--- src/rtl/sliced_logic_pipe.sv ---
// ---------------------------------------------------------------------------
// sliced_logic_pipe
//
// Registered bit-sliced logic stage with a valid/ready handshake on both
// sides. The low NUM_SLICES*SLICE_W bits of A and B are cut into slices of
// SLICE_W bits. Each slice is cut into 4-bit groups, and every group goes
// through a fixed NOT/NAND network. Any slice whose slice_en bit is low
// produces zeros. Bits above the sliced region are always zero. The result
// is held in one output register (latency 1). Because in_ready looks ahead
// through out_ready, the stage runs at full throughput.
//
// Ports
//   clk        rising-edge clock for all state
//   rst        synchronous, active-high reset
//   in_valid   A / B / slice_en carry a beat
//   in_ready   beat accepted this cycle (= !out_valid || out_ready)
//   A, B       BUS_W-bit operands
//   slice_en   per-slice enable, sampled with the beat
//   out_valid  C holds a result
//   out_ready  downstream accepts C
//   C          registered result
//   beat_cnt   saturating count of accepted beats
// ---------------------------------------------------------------------------
module sliced_logic_pipe #(
    parameter int BUS_W      = 41,
    parameter int SLICE_W    = 12,
    parameter int NUM_SLICES = 3
) (
    input  logic                  clk,
    input  logic                  rst,
    input  logic                  in_valid,
    output logic                  in_ready,
    input  logic [BUS_W-1:0]      A,
    input  logic [BUS_W-1:0]      B,
    input  logic [NUM_SLICES-1:0] slice_en,
    output logic                  out_valid,
    input  logic                  out_ready,
    output logic [BUS_W-1:0]      C,
    output logic [15:0]           beat_cnt
);

    localparam int GROUPS = SLICE_W / 4;

    generate
        if ((SLICE_W % 4) != 0 || SLICE_W <= 0) begin : g_bad_slice_w
            $error("sliced_logic_pipe: SLICE_W must be a positive multiple of 4");
        end
        if (NUM_SLICES * SLICE_W > BUS_W) begin : g_bad_bus_w
            $error("sliced_logic_pipe: NUM_SLICES*SLICE_W exceeds BUS_W");
        end
    endgenerate

    // One 4-bit group. Bit 0 is ~a0. Bits 1 and 2 pass B shifted up by one,
    // inverted. Bit 3 is a three-term NAND of ORed operand pairs.
    function automatic logic [3:0] group_logic(input logic [3:0] a, input logic [3:0] b);
        logic [3:0] r;
        r[0] = ~a[0];
        r[1] = ~b[0];
        r[2] = ~b[1];
        r[3] = ~((a[1] | a[2]) & (b[1] | b[2]) & (a[3] | b[3]));
        return r;
    endfunction

    logic             accept;
    logic [BUS_W-1:0] next_c;

    assign in_ready = !out_valid || out_ready;
    assign accept   = in_valid && in_ready;

    always_comb begin
        // NOTE: defaulting every bit first covers the disabled slices and the
        // bits above the sliced region, and keeps this block from inferring a latch.
        next_c = '0;
        for (int s = 0; s < NUM_SLICES; s++) begin
            if (slice_en[s]) begin
                for (int g = 0; g < GROUPS; g++) begin
                    next_c[s*SLICE_W + 4*g +: 4] =
                        group_logic(A[s*SLICE_W + 4*g +: 4], B[s*SLICE_W + 4*g +: 4]);
                end
            end
        end
    end

    // Reset is checked before anything else. A beat that arrives during
    // reset is dropped, and so is any result still waiting to be taken.
    always_ff @(posedge clk) begin
        // NOTE: non-blocking assignments throughout, so every register samples
        // pre-edge values regardless of statement order.
        if (rst) begin
            out_valid <= 1'b0;
            C         <= '0;
            beat_cnt  <= '0;
        end else begin
            if (accept) begin
                C         <= next_c;
                out_valid <= 1'b1;
                if (beat_cnt != 16'hFFFF) begin
                    beat_cnt <= beat_cnt + 16'd1;
                end
            end else if (out_ready) begin
                // Result consumed with nothing behind it. C keeps its last value.
                out_valid <= 1'b0;
            end
        end
    end

endmodule
--- config.mk ---
export PLATFORM = sky130hd
export DESIGN_NAME = sliced_logic_pipe
export DESIGN_NICKNAME = d
export VERILOG_FILES = /design/src/rtl/sliced_logic_pipe.sv
export SDC_FILE = /design/constraint.sdc
export NUM_CORES = 1
export LEC_CHECK = 0
export ABC_CLOCK_PERIOD_IN_PS = 3600
export CORE_UTILIZATION = 40
export CTS_BUF_LIST = sky130_fd_sc_hd__clkbuf_4 sky130_fd_sc_hd__clkbuf_8 sky130_fd_sc_hd__clkbuf_16
export DETAILED_ROUTE_END_ITERATION = 7
export GPL_TIMING_DRIVEN = 1
export PLACE_DENSITY = 0.9
export SYNTH_ARGS = -nofsm -noshare
export SYNTH_HDL_FRONTEND = slang
export SYNTH_SLANG_ARGS = --single-unit
--- constraint.sdc ---
create_clock -name clk -period 3.6 [get_ports clk]
set_input_delay 0.54 -clock clk [delete_from_list [all_inputs] [get_ports clk]]
set_output_delay 0.54 -clock clk [all_outputs]
set_load 0.1 [all_outputs]
==> results.toml, run 1 <==
[clock_tree]
htreeDepth = 2
cts_setup_buffers = 0
cts_hold_buf = 0
cts_buf_count = 5
max-clock-path-buffers = 2
clock_tree.root_cell = "sky130_fd_sc_hd__clkbuf_8"
tritoncts_clock_tree = "done"
worst_setup_hold_path_clk_slew_ns = 0.10
clk-insertion-delay-late_ns = 0.29
number_of_gates_resized_after_cts = 0
clock-sinks = 53

[critical_path]
cp_capture_type = "output port"
rrSetupSlack_ns = 1.71
timing.critical_path.fanout_max = 9
timing.reg2reg.worst_path_depth = 5
worst_setup_path_startpoint = "beat_cnt[4]"
critical_path.cell_chain = "clkdlybuf4s50_1"
crit_path_start_kind = "flop"
cp_data_required_time_ns = 3.06
timing.critical_path.arrival_ns = 2.00
critical_path.endpoint = "beat_cnt[4]"
critical_path_cell_count = 1
critical_path.n_buffers_inverters = 1
worstSetupPathType = "reg2out"
critical_path.reg2reg.startpoint = "beat_cnt[0]"
critical-path-slowest-cell = "sky130_fd_sc_hd__clkdlybuf4s50_1"
critical-path-top-delay-family = "buffers and inverters"
timing.critical_path.slowest_cell_delay_ns = 1.21
regToRegEndpoint = "beat_cnt[0]"

[place]
finalWeightedCongestion = 0.757
port-buffer-count = 132
detailedPlacementHpwl_um = 5230

[global_route]
gr-usage-met2 = 0.386
first_global_vias = 2352
grt_most_used_layer = "met2"
grt.overflow.total = 0
grt_util_met3 = 0.0409
global_route.usage.total = 0.208
grt_antenna_before_repair = 0
met1_usage_grt = 0.238
grt_max_degree = 57
grt_first_pass_wirelength_um = 10500

[final_layout]
share_of_layout_cells_above_drive_strength_1 = 0.0535
antennaDiodeCount = 0
layout_common_cells = "130 x sky130_fd_sc_hd__clkdlybuf4s50_1, 53 x sky130_fd_sc_hd__dfxtp_1, 40 x sky130_fd_sc_hd__a21oi_1"
final_common_cell = "sky130_fd_sc_hd__clkdlybuf4s50_1"
num-nets-final = 500
syn2layout_area_growth_pct = 57.8

[pwr]
vdd.ir_drop.worst_mv = 0.222
p_total_uw = 1330
switchingPower_uw = 450
p_int_uw = 881
share_comb_of_total_power = 0.293
p_leak_uw = 0.00132
share_seq_of_total_power = 0.463
pwr_density_cell_nw_per_um2 = 345
switching_share_of_power = 0.338
power.clock.fraction = 0.243

[floorplanning]
fp-row-count = 28
fp.coreArea_um2 = 5920
fp.dieArea_um2 = 6430
width_of_the_die_um = 80.2
floorplan.initialDensity = 0.413
ioPinCount = 148
die_height_um = 80.2

[route]
antenna_violating_nets_post_route = 0
route.vias.total = 2603
drt_first_iter_violations = 148
number_of_drc_violations_after_detailed_routing = 0
routedWlPerCell_um = 14.6
final_routed_wirelength_across_all_metal_layers_um = 7090
route.detailed.vias_per_inst = 5.36
drt_first_pass_iters = 4

[synth]
yosys.area.top_type = "sky130_fd_sc_hd__dfxtp_1"
synth_top_cell_area_share = 0.434
synth.cell_area_um2 = 2440
leading_post_synthesis_cells_by_cell_area = "sky130_fd_sc_hd__dfxtp_1 43%, sky130_fd_sc_hd__nand3b_1 8.3%, sky130_fd_sc_hd__a21oi_1 8.2%"
synth.lib_cells_used.distinct = 40
synth.ff_latch_count = 53
synthesis.instances = 288
synth_seq_area_share = 0.434
yosys_warnings = 0
post_synth.cell_area_avg_um2 = 8.48

[min_path]
min_path_type = "reg2reg"
min-delay-start = "C[32]"

[status]
run_status = "finished clean"

[job]
cap_viol_max_count = 0

[sta]
min_period_over_period = 0.706
achievable-frequency_mhz = 394
hold_viol = 0
maxSlewViolCount = 0
worst_slew_margin_rel = 0.325
grt_setup_unrepaired = "false"
fin_crit_ns = 2.54
transition_time_at_the_pin_with_the_least_slew_margin_ns = 1.01
setup-violations-final = 0
skew_ns = 0.00980
tns_ns = 0
[layout make-up]
cell class	count	area, um2
Fill cell	517	2060
Inverter	2	7.51
Tap cell	75	93.8
Timing Repair Buffer	135	1340
Multi-Input combinational cell	213	1270
Sequential cell	53	1060
Clock buffer	5	68.8
Clock inverter	3	17.5
[cells by family after synthesis]
family | Yosys count | synth area share
buffers and inverters | 26 | 0.0517
and+or+nand+nor | 131 | 0.313
DFF | 53 | 0.434
AOI/OAI and AO/OA | 73 | 0.181
muxes | 3 | 0.0133
other | 1 | 0.00153
adders and majority gates | 1 | 0.00512
[cell usage after synthesis, drive strengths merged]
cell	number
a2111oi	1
a211oi	2
a21oi	40
a2bb2oi	9
a311oi	1
a41oi	1
and2	1
and3	2
and4	2
buf	16
clkbuf	8
conb	1
dfxtp	53
ha	1
inv	2
mux2	2
mux2i	1
nand2	31
nand2b	4
nand3	10
nand3b	27
nand4	6
nor2	31
nor2b	2
nor3	2
nor4	2
nor4b	1
o21ai	4
o22ai	9
o31ai	5
o41ai	1
or2	1
or3	4
or4	5
[power by group through the flow]
stage                     Combinational [uW]  Sequential, uW  Clock [uW]
after global routing                     410             620         360
after CTS                                392             617         335
final                                    391             617         324
after detailed placement                 391             631           0
after floorplan                          110             772           0
after global placement                   386             630           0
[layer usage]
metal,wire length (um),up-vias
met4,83,0
met5,0,-
met3,559,6
met1,2900,1211
li1,-,1278
met2,3550,108
[worst min path at each step]
stage,end,slack (ns),depth (start not counted)
2_1_floorplan,C[0],0.73,2
3_3_place_gp,C[2],0.44,2
3_5_place_dp,C[17],0.44,2
4_1_cts,C[17],0.46,2
5_1_grt,C[9],0.48,2
6_report,C[32],0.46,2
[sequential cells by signal (all words and copies together), names as in the netlist]
signal,flops
out_valid,1
C,36
beat_cnt,16
[through the flow]
step                      cells  setup WS, ns  instance area (um2)  hold WS (ns)  utilization
final                       486          1.06                 3860         0.456        0.651
after global routing        486          1.01                 3860         0.477        0.651
after CTS                   486          1.07                 3860         0.457        0.651
after detailed placement    478          1.15                 3770         0.443        0.637
after global placement      478          1.18                 3770         0.437        0.637
after floorplan             292          1.17                 2460         0.726            -
(Power assumes the default switching activity.)
==> inputs of run 2 (changes only) <==
- ABC_CLOCK_PERIOD_IN_PS: 3600 -> 2200
- CORE_UTILIZATION: 40 -> 34
- PLACE_DENSITY: 0.9 -> 0.82
- clock period: 3.6 -> 2.2 ns (I/O delays scaled with it)
==> results.toml, run 2 (synthesis results as in run 1) <==
[final_layout]
largest_register = "C"
final_common_cell = "sky130_fd_sc_hd__clkdlybuf4s50_1"
layout_common_cells = "77 x sky130_fd_sc_hd__clkdlybuf4s50_1, 61 x sky130_fd_sc_hd__buf_4, 43 x sky130_fd_sc_hd__dfxtp_1"
antennaDiodeCount = 0
syn2layout_area_growth_pct = 57.4
largest_register_ffs = 36
share_of_layout_cells_above_drive_strength_1 = 0.216
num-nets-final = 505
post-route-util = 0.560
layout.cell_area.non_filler_um2 = 3850
final-instance-count-excl-fill = 512
regs_by_ff_count = "C: 36 flops, beat_cnt: 16 flops, out_valid: 1 flops"

[critical_path]
timing.critical_path.arrival_ns = 2.05
critical-path-slowest-cell = "sky130_fd_sc_hd__dfxtp_2"
critical_path.n_buffers_inverters = 0
regToRegEndpoint = "beat_cnt[0]"
critical_path.reg2reg.startpoint = "beat_cnt[0]"
critical-path-top-delay-family = "simple AND/OR/NAND/NOR gates"
cp_data_required_time_ns = 2.39
timing.critical_path.slowest_cell_delay_ns = 0.38
rrSetupSlack_ns = 0.34
worstSetupPathType = "reg2reg"
timing.critical_path.fanout_max = 6
worst_setup_path_startpoint = "beat_cnt[0]"
timing.reg2reg.worst_path_depth = 5
critical_path.cell_chain = "ha_1, nand3_1, nor4_2, nor2_1, mux2_1"
cp_capture_type = "flop"
crit_path_start_kind = "flop"

[min_path]
min_path_type = "reg2reg"
min-delay-start = "C[34]"
hold-path-endpoint = "C[34]"
worst_hold_path.num_cells = 2

[sta]
grt_setup_unrepaired = "false"
setup-violations-final = 0
maxSlewViolCount = 0
tns_ns = 0
fin_ws_ns = 0.343
fin_crit_ns = 1.86
transition_time_at_the_pin_with_the_least_slew_margin_ns = 0.609
worst_slew_margin_rel = 0.594
hold_viol = 0
skew_ns = 0.0120
achievable-frequency_mhz = 539
min_period_over_period = 0.844

[route]
drt_first_pass_iters = 4
route.detailed.vias_per_inst = 5.08
route.vias.total = 2599
drt_first_iter_violations = 85
routedWlPerCell_um = 14.0
antenna_violating_nets_post_route = 0
number_of_drc_violations_after_detailed_routing = 0
final_routed_wirelength_across_all_metal_layers_um = 7190

[floorplanning]
fp.dieArea_um2 = 7530
width_of_the_die_um = 86.8
ioPinCount = 148
fp.coreArea_um2 = 6870
floorplan.initialDensity = 0.356
die_height_um = 86.8
fp-row-count = 30

[place]
placed_area_um2 = 3730
port-buffer-count = 132
placed_cell_count = 504
setup_ws_pre_cts_ns = 0.165
finalWeightedCongestion = 0.802
detailedPlacementHpwl_um = 5480

[pwr]
vdd.ir_drop.worst_mv = 0.319
switchingPower_uw = 741
switching_share_of_power = 0.318
share_comb_of_total_power = 0.273
p_int_uw = 1590
share_seq_of_total_power = 0.434
power.clock.fraction = 0.293
p_leak_uw = 0.00147
pwr_density_cell_nw_per_um2 = 606

[global_route]
grt_antenna_before_repair = 0
grt_max_degree = 36
global_route.usage.total = 0.183
first_global_vias = 2438
grt_first_pass_wirelength_um = 10900
grt.overflow.total = 0

[clock_tree]
clock-sinks = 53
number_of_gates_resized_after_cts = 0
cts_hold_buf = 0
worst_setup_hold_path_clk_slew_ns = 0.09
cts_buf_count = 5
tritoncts_clock_tree = "done"
max-clock-path-buffers = 2
htreeDepth = 2
clk-insertion-delay-late_ns = 0.30
clock_tree.root_cell = "sky130_fd_sc_hd__clkbuf_8"
cts_setup_buffers = 0

[status]
run_status = "finished clean"

[job]
cap_viol_max_count = 0
==> run 2: cell types whose count changed in the layout (fill, tap and decap cells not counted), sizes merged <==
cell	previous run	this run
clkdlybuf4s50	130	77
clkinv	2	0
bufinv	0	1
clkbuf	5	6
buf	5	63
==> run 2: worst reg2reg max path, delay by kind of cell, from the launching register on <==
family / cells / cell delay [ns]
flops: 1 / 0.38
simple gates: 3 / 0.79
fa+ha+maj: 1 / 0.25
mux: 1 / 0.32
==> run 2: cell type report <==
type,instances,area (um2)
Clock buffer,6,82.6
Clock inverter,2,37.5
Fill cell,669,3020
Inverter,2,7.51
Multi-Input combinational cell,213,1270
Sequential cell,53,1070
Tap cell,96,120
Timing Repair Buffer,140,1250
==> run 2: how the worst max path moves through the flow <==
| stage | endpoint | slack, ns | cells past startpoint |
|---|---|---|---|
| 2_1_floorplan | beat_cnt[0] | 0.008 | 4 |
| 3_3_place_gp | beat_cnt[13] | 0.20 | 5 |
| 3_5_place_dp | beat_cnt[13] | 0.17 | 5 |
| 4_1_cts | beat_cnt[0] | 0.34 | 5 |
| 5_1_grt | beat_cnt[0] | 0.24 | 5 |
| 6_report | beat_cnt[0] | 0.34 | 5 |
==> run 2: power groups by stage <==
stage | Sequential, uW | Combinational [uW] | Clock (uW)
2_1_floorplan | 1260 | 180 | 0
3_3_place_gp | 1030 | 631 | 0
3_5_place_dp | 1040 | 638 | 0
4_1_cts | 1010 | 639 | 708
5_1_grt | 1020 | 665 | 744
6_report | 1010 | 635 | 683
==> run 2: through the flow <==
stage	hold slack, ns	power, uW
2_1_floorplan	0.516	1440
3_3_place_gp	0.439	1660
3_5_place_dp	0.444	1670
4_1_cts	0.456	2360
5_1_grt	0.480	2430
6_report	0.455	2330
==> run 2: layer usage <==
layer	track usage	vias to the layer above	routed length, um
li1	-	1283	-
met1	0.211	1214	3000
met2	0.333	94	3670
met3	0.0371	8	419
met4	0.0697	0	99
met5	0	-	0
==> inputs of run 3 (changes only) <==
- ABC_CLOCK_PERIOD_IN_PS: 2200 -> 1900
- CORE_UTILIZATION: 34 -> 37
- PLACE_DENSITY: 0.82 -> 0.85
- clock period: 2.2 -> 1.9 ns (I/O delays scaled with it)
==> results.toml, run 3 (synthesis results as in run 1) <==
[sta]
min_period_over_period = 0.953
hold_viol = 0
achievable-frequency_mhz = 552
fin_ws_ns = 0.0897
fin_crit_ns = 1.81
maxSlewViolCount = 0
setup-violations-final = 0
skew_ns = 0.0100
grt_setup_unrepaired = "true"

[route]
antenna_violating_nets_post_route = 0
route.detailed.vias_per_inst = 5.20
number_of_drc_violations_after_detailed_routing = 0
route.vias.total = 2585
routedWlPerCell_um = 15.0
drt_first_pass_iters = 5
final_routed_wirelength_across_all_metal_layers_um = 7440
drt_first_iter_violations = 74

[final_layout]
antennaDiodeCount = 0
largest_register = "C"
regs_by_ff_count = "C: 36 flops, beat_cnt: 16 flops, out_valid: 1 flops"
share_of_layout_cells_above_drive_strength_1 = 0.243
syn2layout_area_growth_pct = 58.1
largest_register_ffs = 36
final_common_cell = "sky130_fd_sc_hd__clkdlybuf4s50_1"
num-nets-final = 509
post-route-util = 0.608
layout.cell_area.non_filler_um2 = 3860
layout_common_cells = "77 x sky130_fd_sc_hd__clkdlybuf4s50_1, 64 x sky130_fd_sc_hd__buf_4, 40 x sky130_fd_sc_hd__a21oi_1"

[clock_tree]
max-clock-path-buffers = 2
htreeDepth = 2
clock-sinks = 53
cts_buf_count = 5
clk-insertion-delay-late_ns = 0.31
worst_setup_hold_path_clk_slew_ns = 0.10
cts_setup_buffers = 0
clock_tree.root_cell = "sky130_fd_sc_hd__clkbuf_8"
tritoncts_clock_tree = "done"

[critical_path]
cp_data_required_time_ns = 2.10
crit_path_start_kind = "flop"
timing.reg2reg.worst_path_depth = 5
critical-path-top-delay-family = "simple AND/OR/NAND/NOR gates"
critical_path.cell_chain = "ha_1, nand3_1, nor4_2, nor2_1, mux2_1"
rrSetupSlack_ns = 0.09
cp_capture_type = "flop"
timing.critical_path.arrival_ns = 2.01
critical-path-slowest-cell = "sky130_fd_sc_hd__dfxtp_4"
critical_path.reg2reg.startpoint = "beat_cnt[0]"
critical_path.n_buffers_inverters = 0
timing.critical_path.slowest_cell_delay_ns = 0.38
regToRegEndpoint = "beat_cnt[0]"
worstSetupPathType = "reg2reg"
timing.critical_path.fanout_max = 6

[global_route]
first_global_vias = 2473
global_route.usage.total = 0.208
grt_antenna_before_repair = 0
grt_first_pass_wirelength_um = 11600
grt.overflow.total = 0
grt_max_degree = 24

[floorplanning]
floorplan.initialDensity = 0.385
die_height_um = 83.3
fp-row-count = 29
fp.dieArea_um2 = 6930
width_of_the_die_um = 83.3
ioPinCount = 148
fp.coreArea_um2 = 6350

[pwr]
pwr_density_cell_nw_per_um2 = 665
power.clock.fraction = 0.255
vdd.ir_drop.worst_mv = 0.359
switchingPower_uw = 890
share_comb_of_total_power = 0.291
share_seq_of_total_power = 0.455
switching_share_of_power = 0.346
p_leak_uw = 0.00148
p_int_uw = 1680

[min_path]
min-delay-start = "rst"
worst_hold_path.num_cells = 2
min_path_type = "in2reg"
hold-path-endpoint = "beat_cnt[12]"

[place]
placed_area_um2 = 3770
detailedPlacementHpwl_um = 5630
setup_ws_pre_cts_ns = -0.0438
port-buffer-count = 132
finalWeightedCongestion = 0.838

[job]
cap_viol_max_count = 0

[status]
run_status = "finished clean"
-- run 3: layer usage --
layer / global-route usage / part of all wire / vias to the layer above
met5: 0 / 0 / -
met3: 0.0408 / 0.065 / 9
li1: - / - / 1295
met1: 0.250 / 0.42 / 1195
met4: 0.0596 / 0.014 / 0
met2: 0.372 / 0.50 / 86
-- run 3: cell type report --
cell class                 instances  area, um2
timing repair buffer             144       1300
multi-input combinational        213       1280
tap                               77       96.3
inverter                           2       7.51
fill                             573       2490
clock inverter                     3       22.5
sequential                        53       1090
clock buffer                       5       68.8
-- run 3: worst max-delay path by stage --
stage | cells after the start | from | slack [ns] | end
final | 5 | beat_cnt[0] | 0.09 | beat_cnt[0]
after global routing | 5 | beat_cnt[0] | -0.02 | beat_cnt[4]
after CTS | 5 | beat_cnt[0] | 0.09 | beat_cnt[4]
after detailed placement | 5 | out_ready | -0.04 | beat_cnt[13]
after global placement | 4 | in_valid | -0.01 | beat_cnt[13]
after floorplan | 4 | beat_cnt[2] | 0.0001 | beat_cnt[13]
-- run 3: worst register-to-register path, delay by kind of cell (launching register included) --
kind	cells	cell delay, ns
and+or+nand+nor	3	0.78
adders and majority gates	1	0.22
muxes	1	0.33
DFF	1	0.38
-- run 3: power groups by stage --
stage | Combinational, uW | Clock (uW) | Sequential (uW)
final | 747 | 654 | 1170
after global routing | 780 | 725 | 1170
after CTS | 750 | 666 | 1170
after detailed placement | 748 | 0 | 1190
after global placement | 740 | 0 | 1190
after floorplan | 209 | 0 | 1460
-- run 3: through the flow --
stage	power [uW]	std cells	TNS [ns]	hold WS (ns)
final	2570	497	0	0.321
after global routing	2680	497	-0.0300	0.339
after CTS	2580	497	0	0.316
after detailed placement	1940	489	-0.0438	0.445
after global placement	1930	489	-0.0104	0.439
after floorplan	1670	292	0	0.471
-- run 3: repair_timing --
item | 4_1_cts | 5_1_grt
hold buffers | 0 | 0
setup endpoints to repair | 0 | 3
gates resized for setup | 0 | 1
